## src/rtl/rv_ctrl_pkg.sv

```systemverilog
// ----------------------------------------------------------------------------
// rv_ctrl_pkg
// Shared encodings for the RV32I multicycle controller: opcode values, the
// FSM state enumeration, datapath mux selects, immediate formats and the two
// fixed ALU operations the controller issues on its own.
// ----------------------------------------------------------------------------
package rv_ctrl_pkg;

    // Major opcodes (IR[6:0])
    localparam logic [6:0] OP_LOAD   = 7'b0000011;
    localparam logic [6:0] OP_STORE  = 7'b0100011;
    localparam logic [6:0] OP_RTYPE  = 7'b0110011;
    localparam logic [6:0] OP_ITYPE  = 7'b0010011;
    localparam logic [6:0] OP_BRANCH = 7'b1100011;
    localparam logic [6:0] OP_JAL    = 7'b1101111;
    localparam logic [6:0] OP_JALR   = 7'b1100111;
    localparam logic [6:0] OP_LUI    = 7'b0110111;
    localparam logic [6:0] OP_AUIPC  = 7'b0010111;

    typedef enum logic [3:0] {
        FETCH, DECODE, MEMADR, MEMREAD, MEMWB, MEMWRITE, EXECR, EXECI,
        ALUWB, BRANCH, JAL, JALR1, JALR2, LUI, AUIPC, ILLEGAL
    } state_t;

    // Result mux
    localparam logic [1:0] RES_ALUOUT = 2'b00;
    localparam logic [1:0] RES_DATA   = 2'b01;
    localparam logic [1:0] RES_ALURES = 2'b10;
    localparam logic [1:0] RES_IMM    = 2'b11;

    // ALU operand A mux
    localparam logic [1:0] SRCA_PC    = 2'b00;
    localparam logic [1:0] SRCA_OLDPC = 2'b01;
    localparam logic [1:0] SRCA_RS1   = 2'b10;

    // ALU operand B mux
    localparam logic [1:0] SRCB_RS2  = 2'b00;
    localparam logic [1:0] SRCB_IMM  = 2'b01;
    localparam logic [1:0] SRCB_FOUR = 2'b10;

    // Immediate formats
    localparam logic [2:0] IMM_I = 3'b000;
    localparam logic [2:0] IMM_S = 3'b001;
    localparam logic [2:0] IMM_B = 3'b010;
    localparam logic [2:0] IMM_J = 3'b011;
    localparam logic [2:0] IMM_U = 3'b100;

    localparam logic [3:0] ALU_ADD = 4'h0;
    localparam logic [3:0] ALU_SUB = 4'h8;

    // Immediate format implied by the opcode, used in DECODE so that ALUOut
    // holds OldPC + imm (the branch/jal target) by the next cycle.
    function automatic logic [2:0] imm_for_op(input logic [6:0] op);
        logic [2:0] sel;
        case (op)
            OP_STORE:        sel = IMM_S;
            OP_BRANCH:       sel = IMM_B;
            OP_JAL:          sel = IMM_J;
            OP_LUI, OP_AUIPC: sel = IMM_U;
            default:         sel = IMM_I;
        endcase
        return sel;
    endfunction

endpackage

```

## src/rtl/branch_cond.sv

```systemverilog
// ----------------------------------------------------------------------------
// branch_cond
// Combinational branch resolution from the ALU flags of rs1 - rs2.
//   funct3 [2:0] in  : branch kind (IR[14:12])
//   flags  [3:0] in  : {N,Z,C,V}; C is the no-borrow carry (set when rs1 >= rs2 unsigned)
//   taken        out : branch condition holds
//   valid        out : funct3 names a defined branch (2 and 3 are reserved)
// ----------------------------------------------------------------------------
module branch_cond (
    input  logic [2:0] funct3,
    input  logic [3:0] flags,
    output logic       taken,
    output logic       valid
);

    logic n_s, z_s, c_s, v_s;

    assign n_s = flags[3];
    assign z_s = flags[2];
    assign c_s = flags[1];
    assign v_s = flags[0];

    // Condition select per branch kind
    always_comb begin
        taken = 1'b0;
        valid = 1'b1;
        case (funct3)
            3'd0:    taken = z_s;           // beq
            3'd1:    taken = ~z_s;          // bne
            3'd4:    taken = n_s ^ v_s;     // blt
            3'd5:    taken = ~(n_s ^ v_s);  // bge
            3'd6:    taken = ~c_s;          // bltu
            3'd7:    taken = c_s;           // bgeu
            default: valid = 1'b0;
        endcase
    end

endmodule

```

## src/rtl/multicycle_control.sv

```systemverilog
// ----------------------------------------------------------------------------
// multicycle_control
// RV32I controller FSM for the shared-ALU / shared-memory multicycle core.
// Inputs : clk, rst_n (async, active low), op/funct3/funct7 from IR,
//          flags {N,Z,C,V} from the ALU, mem_ready from memory.
// Outputs: pc_write, adr_src, mem_write, ir_write, reg_write, result_src,
//          alu_src_a, alu_src_b, imm_src, alu_control, jalr_clr, retire,
//          illegal. All are decodes of the state register plus the inputs.
// ----------------------------------------------------------------------------
module multicycle_control
    import rv_ctrl_pkg::*;
#(
    parameter bit MEM_WAIT     = 1'b1,
    parameter bit TRAP_ILLEGAL = 1'b1
) (
    input  logic       clk,
    input  logic       rst_n,
    input  logic [6:0] op,
    input  logic [2:0] funct3,
    input  logic       funct7,
    input  logic [3:0] flags,
    input  logic       mem_ready,
    output logic       pc_write,
    output logic       adr_src,
    output logic       mem_write,
    output logic       ir_write,
    output logic       reg_write,
    output logic [1:0] result_src,
    output logic [1:0] alu_src_a,
    output logic [1:0] alu_src_b,
    output logic [2:0] imm_src,
    output logic [3:0] alu_control,
    output logic       jalr_clr,
    output logic       retire,
    output logic       illegal
);

    state_t     state_q, state_d;
    logic       mem_rdy_s, br_taken_s, br_valid_s;
    logic       pc_write_s, adr_src_s, mem_write_s, ir_write_s, reg_write_s;
    logic       jalr_clr_s, retire_s, illegal_s;
    logic [1:0] result_src_s, alu_src_a_s, alu_src_b_s;
    logic [2:0] imm_src_s;
    logic [3:0] alu_ctrl_s;

    assign mem_rdy_s = MEM_WAIT ? mem_ready : 1'b1;

    branch_cond u_branch_cond (
        .funct3 (funct3),
        .flags  (flags),
        .taken  (br_taken_s),
        .valid  (br_valid_s)
    );

    // State register
    always_ff @(posedge clk or negedge rst_n) begin
        if (!rst_n) begin
            state_q <= FETCH;
        end else begin
            state_q <= state_d;
        end
    end

    // Next-state and per-state output decode
    always_comb begin
        state_d      = state_q;
        pc_write_s   = 1'b0;
        adr_src_s    = 1'b0;
        mem_write_s  = 1'b0;
        ir_write_s   = 1'b0;
        reg_write_s  = 1'b0;
        result_src_s = RES_ALUOUT;
        alu_src_a_s  = SRCA_PC;
        alu_src_b_s  = SRCB_RS2;
        imm_src_s    = IMM_I;
        alu_ctrl_s   = ALU_ADD;
        jalr_clr_s   = 1'b0;
        retire_s     = 1'b0;
        illegal_s    = 1'b0;
        case (state_q)
            FETCH: begin
                alu_src_b_s  = SRCB_FOUR;
                result_src_s = RES_ALURES;
                if (mem_rdy_s) begin
                    ir_write_s = 1'b1;
                    pc_write_s = 1'b1;
                    state_d    = DECODE;
                end else begin
                    state_d    = FETCH;
                end
            end
            DECODE: begin
                alu_src_a_s = SRCA_OLDPC;
                alu_src_b_s = SRCB_IMM;
                imm_src_s   = imm_for_op(op);
                case (op)
                    OP_LOAD, OP_STORE: state_d = MEMADR;
                    OP_RTYPE:          state_d = EXECR;
                    OP_ITYPE:          state_d = EXECI;
                    OP_BRANCH:         state_d = BRANCH;
                    OP_JAL:            state_d = JAL;
                    OP_JALR:           state_d = JALR1;
                    OP_LUI:            state_d = LUI;
                    OP_AUIPC:          state_d = AUIPC;
                    default: begin
                        if (TRAP_ILLEGAL) begin
                            state_d = ILLEGAL;
                        end else begin
                            // Unknown opcode retires as a NOP
                            retire_s = 1'b1;
                            state_d  = FETCH;
                        end
                    end
                endcase
            end
            MEMADR: begin
                alu_src_a_s = SRCA_RS1;
                alu_src_b_s = SRCB_IMM;
                if (op == OP_LOAD) begin
                    imm_src_s = IMM_I;
                    state_d   = MEMREAD;
                end else begin
                    imm_src_s = IMM_S;
                    state_d   = MEMWRITE;
                end
            end
            MEMREAD: begin
                adr_src_s = 1'b1;
                if (mem_rdy_s) begin
                    state_d = MEMWB;
                end else begin
                    state_d = MEMREAD;
                end
            end
            MEMWB: begin
                result_src_s = RES_DATA;
                reg_write_s  = 1'b1;
                retire_s     = 1'b1;
                state_d      = FETCH;
            end
            MEMWRITE: begin
                // Strobe stays high for the whole wait, memory samples it on ready
                adr_src_s   = 1'b1;
                mem_write_s = 1'b1;
                if (mem_rdy_s) begin
                    retire_s = 1'b1;
                    state_d  = FETCH;
                end else begin
                    state_d  = MEMWRITE;
                end
            end
            EXECR: begin
                alu_src_a_s = SRCA_RS1;
                alu_ctrl_s  = {funct7, funct3};
                state_d     = ALUWB;
            end
            EXECI: begin
                alu_src_a_s = SRCA_RS1;
                alu_src_b_s = SRCB_IMM;
                // IR[30] is an opcode modifier only for shifts; elsewhere it is immediate data
                if ((funct3 == 3'd1) || (funct3 == 3'd5)) begin
                    alu_ctrl_s = {funct7, funct3};
                end else begin
                    alu_ctrl_s = {1'b0, funct3};
                end
                state_d = ALUWB;
            end
            ALUWB: begin
                reg_write_s = 1'b1;
                retire_s    = 1'b1;
                state_d     = FETCH;
            end
            BRANCH: begin
                alu_src_a_s = SRCA_RS1;
                alu_ctrl_s  = ALU_SUB;
                if (br_valid_s) begin
                    pc_write_s = br_taken_s;
                    retire_s   = 1'b1;
                    state_d    = FETCH;
                end else if (TRAP_ILLEGAL) begin
                    state_d    = ILLEGAL;
                end else begin
                    retire_s   = 1'b1;
                    state_d    = FETCH;
                end
            end
            JAL: begin
                // PC <= ALUOut (target from DECODE) while the ALU forms OldPC + 4 for rd
                alu_src_a_s = SRCA_OLDPC;
                alu_src_b_s = SRCB_FOUR;
                pc_write_s  = 1'b1;
                state_d     = ALUWB;
            end
            JALR1: begin
                alu_src_a_s = SRCA_RS1;
                alu_src_b_s = SRCB_IMM;
                state_d     = JALR2;
            end
            JALR2: begin
                alu_src_a_s = SRCA_OLDPC;
                alu_src_b_s = SRCB_FOUR;
                jalr_clr_s  = 1'b1;
                pc_write_s  = 1'b1;
                state_d     = ALUWB;
            end
            LUI: begin
                imm_src_s    = IMM_U;
                result_src_s = RES_IMM;
                reg_write_s  = 1'b1;
                retire_s     = 1'b1;
                state_d      = FETCH;
            end
            AUIPC: begin
                alu_src_a_s = SRCA_OLDPC;
                alu_src_b_s = SRCB_IMM;
                imm_src_s   = IMM_U;
                state_d     = ALUWB;
            end
            ILLEGAL: begin
                illegal_s = 1'b1;
                state_d   = ILLEGAL;
            end
            default: begin
                state_d = FETCH;
            end
        endcase
    end

    // While reset is held the state already reads FETCH, which would otherwise
    // fetch on mem_ready; strobes are masked so nothing is written in reset.
    assign pc_write    = pc_write_s  & rst_n;
    assign mem_write   = mem_write_s & rst_n;
    assign ir_write    = ir_write_s  & rst_n;
    assign reg_write   = reg_write_s & rst_n;
    assign jalr_clr    = jalr_clr_s  & rst_n;
    assign retire      = retire_s    & rst_n;
    assign alu_control = rst_n ? alu_ctrl_s : 4'h0;
    assign adr_src     = adr_src_s;
    assign result_src  = result_src_s;
    assign alu_src_a   = alu_src_a_s;
    assign alu_src_b   = alu_src_b_s;
    assign imm_src     = imm_src_s;
    assign illegal     = illegal_s;

endmodule

```

## config.mk

```make
export PLATFORM = sky130hd
export DESIGN_NAME = multicycle_control
export DESIGN_NICKNAME = d
export VERILOG_FILES = /design/src/rtl/rv_ctrl_pkg.sv /design/src/rtl/branch_cond.sv /design/src/rtl/multicycle_control.sv
export SDC_FILE = /design/constraint.sdc
export NUM_CORES = 1
export LEC_CHECK = 0
export BUFFER_PORTS_ARGS = -buffer_cell sky130_fd_sc_hd__buf_2
export CORE_UTILIZATION = 44
export DETAILED_ROUTE_END_ITERATION = 8
export PLACE_DENSITY = 0.76
export SYNTH_ARGS = -nofsm -noshare
export SYNTH_HDL_FRONTEND = slang
export SYNTH_SLANG_ARGS = --single-unit
```

## constraint.sdc

```tcl
create_clock -name clk -period 3.8 [get_ports clk]
set_input_delay 0.76 -clock clk [delete_from_list [all_inputs] [get_ports clk]]
set_output_delay 0.76 -clock clk [all_outputs]
set_load 0.005 [all_outputs]
```

==> impl_results.md, run 1 <==
* #FFs+latches synth at 4
* Clock Skew at 0.000818 ns
* Chip height at 46.0 um
* Final period util at 0.732
* Yosys warns at 0
* Fin. Hold Viols at 0
* Core area at 0.00176 mm^2
* Post-synth EDFFs at 0
* Final setup violation count at 0
* Diodes inserted at 0
* Port bufs at 38
* RSZ-0062 raised after global routing: false
* Leakage dissipation at 0.500 nW
* Slowest CP cell: dfrtp_1
* Status: complete, no violations
* Total number of vias at 1034
* Die width at 46.0 um
* Routed vias/inst at 5.71
* Layout Nets at 176
* Slowest stage delay, CP at 0.66 ns
* # rows at 15
* Hold crit path type: input pin to asynchronous set/reset pin
* Vias in the first global route at 825
* Clk sinks at 4
* Post_cts resized at 0
* Largest net degree at the start of global routing at 27
* Fin Hold WS at 0.372 ns
* CP delay by family, top: simple AND/OR/NAND/NOR gates
* Syn nets at 142
* Post-synth cell types at 44
* Ys flop type: dfrtp_1
* Achievable Freq at 0.359 GHz
* Sequential fraction of design power at 0.246
* P&R area growth vs syn at 24.0%
* Worst R2R Path Depth at 4
* Crit path depth at 5
* CTS Hold Buffers Added at 0
* Worst Path Class, Setup: register to primary output
* Fillers at 184
* Actual slew at the worst max-slew pin at 0.777 ns
* Min Clock Period, post-route at 2.78 ns
* Setup tns final at 0 ns
* Clock Latency Late Sink at 0.23 ns
* WP buf/inv at 1
* Final core utilization at 0.598
* Fin. max-slew vios at 0
* Clock Path Buffers at 2
* Die Area at 0.00211 mm^2
* Seq/Total Area, Yosys at 0.118
* Layout cells sized above 1 at 0.308
* Max FFs per register at 4
* P_int at 0.308 mW
* Clock-pin slew on the worst setup and hold paths at 0.04 ns
* CTS tree: done
* Non-filler cells in the finished layout at 181
* H-tree Lvls at 1
* Ys async rst share at 1.00
* Ports at 39
* Setup crit start kind: register
* Data required, critical path at 3.04 ns
* Mean post-synth cell area at 6.86 um^2
* Root Buffer: clkbuf_4
* GPL Wtd Cong at 0.865
* Critical Path End Type: primary output
* FF/Latch Area at 100 um^2
* Most flops, register: state_q
* Post-route ant nets at 0
* Max-slew headroom at 0.482
* CTS buffer count at 3
* Global-route wire length before repair at 3590 um
* Critical-path maximum fanout at 26
* Pre-antenna DRT Iters at 4
* Mapped Area at 851 um^2
* Crit path DAT at 2.02 ns
* Detailed placer's ending HPWL at 1730 um
* DR DRC count at 0
* Post CTS Setup Buffer Count at 0
* Multi-input logic area at 684 um^2
* WL/cell at 12.5 um
* Inst Count DP at 178
* Initial antenna violation count at 0
* Crit path cell chain: nor2b_4 -> nand2_1 -> or4_1 -> o21ai_0 -> buf_2
* GRT Total Usage at 0.233
* Starting Density at 0.482
* Clock share of power at 0.081
* Post-synthesis cell count at 124
* Combinational share of power at 0.674
* Top flop regs: state_q (4)
* WL final at 2260 um
* MaxCap Viol Count at 0
* Sw Share at 0.507
* Grt ovf at 0
* Pwr dens at 592 mW/mm^2
* Final instance area at 0.00105 mm^2
* Placed Area at 0.00103 mm^2
* Worst IR Drop VDD at 0.447 mV
* Iter 0 DRT Violations at 33
* Psw at 0.317 mW
cell families after synthesis:
| group | synth area share |
|---|---|
| mux | 0.0132 |
| xor+xnor | 0.0618 |
| compound gates | 0.287 |
| flops | 0.118 |
| simple gates | 0.443 |
| buf+inv | 0.0779 |
cells in the mapped netlist (all sizes together) (2+ instances only):
master,count,area (um^2)
a211oi,2,15.0
nor2,9,36.3
or2,2,12.5
buf,5,25.0
nand4,2,12.5
inv,7,26.3
clkbuf,4,15.0
o22ai,4,25.0
nor3,4,20.0
and2,5,31.3
dfrtp,4,100
nand2,13,48.8
o211ai,3,22.5
nand3b,3,22.5
nand2b,5,31.3
and3,3,18.8
a21oi,6,30.0
nor3b,4,30.0
xnor2,5,43.8
a21boi,3,22.5
and4b,2,20.0
o21ai,5,25.0
nor2b,5,38.8
metrics by stage:
step	power [mW]	setup WS, ns
2_1_floorplan	0.443	1.35
4_1_cts	0.623	1.02
3_5_place_dp	0.568	1.21
3_3_place_gp	0.561	1.25
6_report	0.625	1.02
5_1_grt	0.691	0.887
cell usage in the layout, fill, tap and decap left out, types with 2 or more instances in the layout:
cell	Yosys	layout
o21ai_0	5	5
and3_1	3	3
nor3_1	4	4
a21boi_0	3	3
dfrtp_1	4	4
nor2_1	8	8
inv_1	7	7
nor3b_1	4	4
clkbuf_4	0	3
o22ai_1	4	4
xnor2_1	5	5
nand3b_1	3	3
or2_2	2	2
o211ai_1	3	3
nand2_1	13	13
and4b_1	2	2
nand2b_1	5	5
and2_1	5	5
buf_2	5	38
a211oi_1	2	2
nor2b_1	4	4
nand4_1	2	2
a21oi_1	6	6
path summary, 6_finish.rpt:
check	from	slack, ns	endpoint
max	state_q[1]$_DFF_PN0_	1.02	imm_src[2]
min	rst_n	0.37	state_q[0]$_DFF_PN0_
max reg2reg	state_q[1]$_DFF_PN0_	1.94	state_q[1]$_DFF_PN0_
min reg2reg	state_q[0]$_DFF_PN0_	0.87	state_q[2]$_DFF_PN0_
max in group asynchronous	rst_n	3.26	state_q[1]$_DFF_PN0_
min in group clk	state_q[0]$_DFF_PN0_	0.87	state_q[2]$_DFF_PN0_
per-layer routing:
metal,GRT usage,part of all wire,wire [um]
met3,0.0437,0.080,181
met1,0.340,0.45,1020
met2,0.341,0.47,1060
met4,0.0706,0,0
met5,0,0,0
final cells by class:
cell class                      instances  area share
Tap cell                               25      0.0297
Inverter                                7      0.0249
Timing Repair Buffer                   38       0.180
Multi-Input combinational cell        104       0.649
Clock buffer                            3      0.0214
Sequential cell                         4      0.0949
power by group through the flow:
stage / sequential [mW] / clock, mW / combinational (mW)
after global routing: 0.162 / 0.0543 / 0.475
after floorplan: 0.0810 / 0 / 0.362
after detailed placement: 0.151 / 0 / 0.417
after global placement: 0.148 / 0 / 0.413
after CTS: 0.150 / 0.0540 / 0.419
final: 0.153 / 0.0503 / 0.421
Power figures use the tool's default switching activity.
==> run 2: changes to the inputs <==
==> constraint.sdc (replaced) <==
create_clock -name clk -period 2.63 [get_ports clk]
set_input_delay 0.526 -clock clk [delete_from_list [all_inputs] [get_ports clk]]
set_output_delay 0.526 -clock clk [all_outputs]
set_load 0.005 [all_outputs]
==> run 2 against run 1 <==
Net effect:
- sequential share of layout area fell by 0.13 points
- final cell count rose by 1.1%
- clock power rose by 44%
- critical endpoint unchanged
- global-route usage rose by 0.96 points
- critical path type unchanged
- largest power group unchanged
- die area did not move
==> impl_results.md, run 2 (same netlist as run 1, synthesis figures left out) <==
* Fillers at 176 (-4.3%)
* H-tree Lvls at 1 (unchanged)
* Starting Density at 0.482 (unchanged)
* Post-route ant nets at 0 (unchanged)
* Final setup violation count at 0 (unchanged)
* Initial antenna violation count at 0 (unchanged)
* Iter 0 DRT Violations at 26 (-21%)
* Worst Path Class, Setup: register to primary output
* Chip height at 46.0 um (unchanged)
* Final period util at 0.935
* Pwr dens at 861 mW/mm^2 (+45%)
* Inst Count DP at 180 (+1.1%)
* Setup tns final at 0 ns (unchanged)
* Fin. Hold Viols at 0 (unchanged)
* Commonest non-fill, non-tap cell in the layout: buf_2
* CTS tree: done
* Layout cells sized above 1 at 0.316 (+0.00876)
* Critical-path maximum fanout at 13 (-50%)
* Clock Skew at 0.00125 ns (+0.000434 ns)
* Vias in the first global route at 917 (+11%)
* Clock Path Buffers at 2 (unchanged)
* Grt ovf at 0 (unchanged)
* WL final at 2240 um (-1.1%)
* Pre-antenna DRT Iters at 4 (unchanged)
* Die width at 46.0 um (unchanged)
* GRT Total Usage at 0.242 (+0.00956)
* Crit path DAT at 1.93 ns (-0.09 ns)
* Hold crit path type: input pin to asynchronous set/reset pin
* Post CTS Setup Buffer Count at 0 (unchanged)
* Core area at 0.00176 mm^2 (unchanged)
* Non-filler cells in the finished layout at 183 (+1.1%)
* Setup crit start kind: register
* Pwr Total at 0.921 mW (+48%)
* Critical R2R Launch: state_q[2]$_DFF_PN0_
* Max FFs per register at 4 (unchanged)
* Min Clock Period, post-route at 2.46 ns
* # rows at 15 (unchanged)
* Slowest CP cell: dfrtp_1
* Detailed placer's ending HPWL at 1770 um (+2.4%)
* Die Area at 0.00211 mm^2 (unchanged)
* Clock Latency Late Sink at 0.23 ns (about the same)
* P&R area growth vs syn at 25.7%
* Max-slew headroom at 0.614 (+0.132)
* CTS Hold Buffers Added at 0 (unchanged)
* Top flop regs: state_q (4)
* Post_cts resized at 0 (unchanged)
* Root Buffer: clkbuf_4
* Diodes inserted at 0 (unchanged)
* DR DRC count at 0 (unchanged)
* Fin. max-slew vios at 0 (unchanged)
* Worst setup margin at 0.172 ns (-0.845 ns)
* Layout Nets at 178 (+1.1%)
* Worst R2R Path Depth at 4 (unchanged)
* Crit path cell chain: nor2b_4 -> nand2_1 -> or4_1 -> o21ai_0 -> buf_2
* Global-route wire length before repair at 3750 um (+4.2%)
* GPL Wtd Cong at 0.873 (+0.90%)
* MaxCap Viol Count at 0 (unchanged)
* RSZ-0062 raised after global routing: false
* Total number of vias at 1029 (-0.48%)
* Worst IR Drop VDD at 0.639 mV (+43%)
* Routed vias/inst at 5.62 (-1.6%)
* Achievable Freq at 0.407 GHz
* DP Worst Slack at 0.419 ns (-0.793 ns)
* Actual slew at the worst max-slew pin at 0.579 ns (-0.199 ns)
* WL/cell at 12.2 um (-2.1%)
* Clk sinks at 4 (unchanged)
* Port bufs at 38 (unchanged)
* Worst flop-to-flop path endpoint: state_q[0]$_DFF_PN0_
* Data required, critical path at 2.10 ns (-0.94 ns)
* Status: complete, no violations
* CTS buffer count at 3 (unchanged)
* Final core utilization at 0.606 (+0.00851)
* Largest net degree at the start of global routing at 19 (-30%)
* Critical Path End Type: primary output
* Leakage dissipation at 0.510 nW (+2.0%)
* Slowest stage delay, CP at 0.59 ns (-0.07 ns)
* Ports at 39 (unchanged)
* Clock-pin slew on the worst setup and hold paths at 0.03 ns (about the same)
* Most frequent cells in the layout: buf_2 (38), nand2_1 (13), nor2_1 (8)
* Flop2flop setup slack at 0.80 ns (-1.14 ns)
* Most flops, register: state_q
==> run 2: critical path: cells and delay by family (launching register included) <==
kind                   cells  cell delay, ns
and+or+nand+nor            3            0.91
AOI/OAI and AO/OA          1            0.07
DFF                        1            0.59
buffers and inverters      1            0.13
==> run 2: per-layer routing <==
layer,vias up,track usage,share of wire
met4,0,0.0882,0
met1,481,0.310,0.47
met3,0,0.0476,0.034
met5,-,0,0
li1,526,-,-
met2,22,0.397,0.49
==> run 2: how the worst max path moves through the flow <==
stage / startpoint / to / cells past startpoint
after floorplan: op[3] / imm_src[0] / 5
after global placement: state_q[0]$_DFF_PN0_ / imm_src[2] / 5
after detailed placement: state_q[0]$_DFF_PN0_ / imm_src[2] / 5
after CTS: state_q[0]$_DFF_PN0_ / imm_src[2] / 5
after global routing: state_q[0]$_DFF_PN0_ / imm_src[2] / 5
final: state_q[0]$_DFF_PN0_ / imm_src[2] / 5
==> run 2: cell type report <==
type | count | area (um^2) | share of cell area
Clock buffer | 3 | 22.5 | 0.0211
Sequential cell | 4 | 100 | 0.0936
Inverter | 7 | 26.3 | 0.0246
Timing Repair Buffer | 40 | 205 | 0.192
Tap cell | 25 | 31.3 | 0.0292
Multi-Input combinational cell | 104 | 684 | 0.640
==> run 2: power by group <==
part	switching, mW	total [mW]	internal (mW)
Sequential	0.108	0.198	0.0894
Clock	0.0214	0.0722	0.0508
Combinational	0.328	0.652	0.323
==> run 2: stage by stage <==
step | instance area, um^2 | hold slack (ns)
6_report | 1070 | 0.143
5_1_grt | 1070 | 0.137
4_1_cts | 1070 | 0.131
3_5_place_dp | 1050 | 0.381
3_3_place_gp | 1050 | 0.378
2_1_floorplan | 851 | 0.230
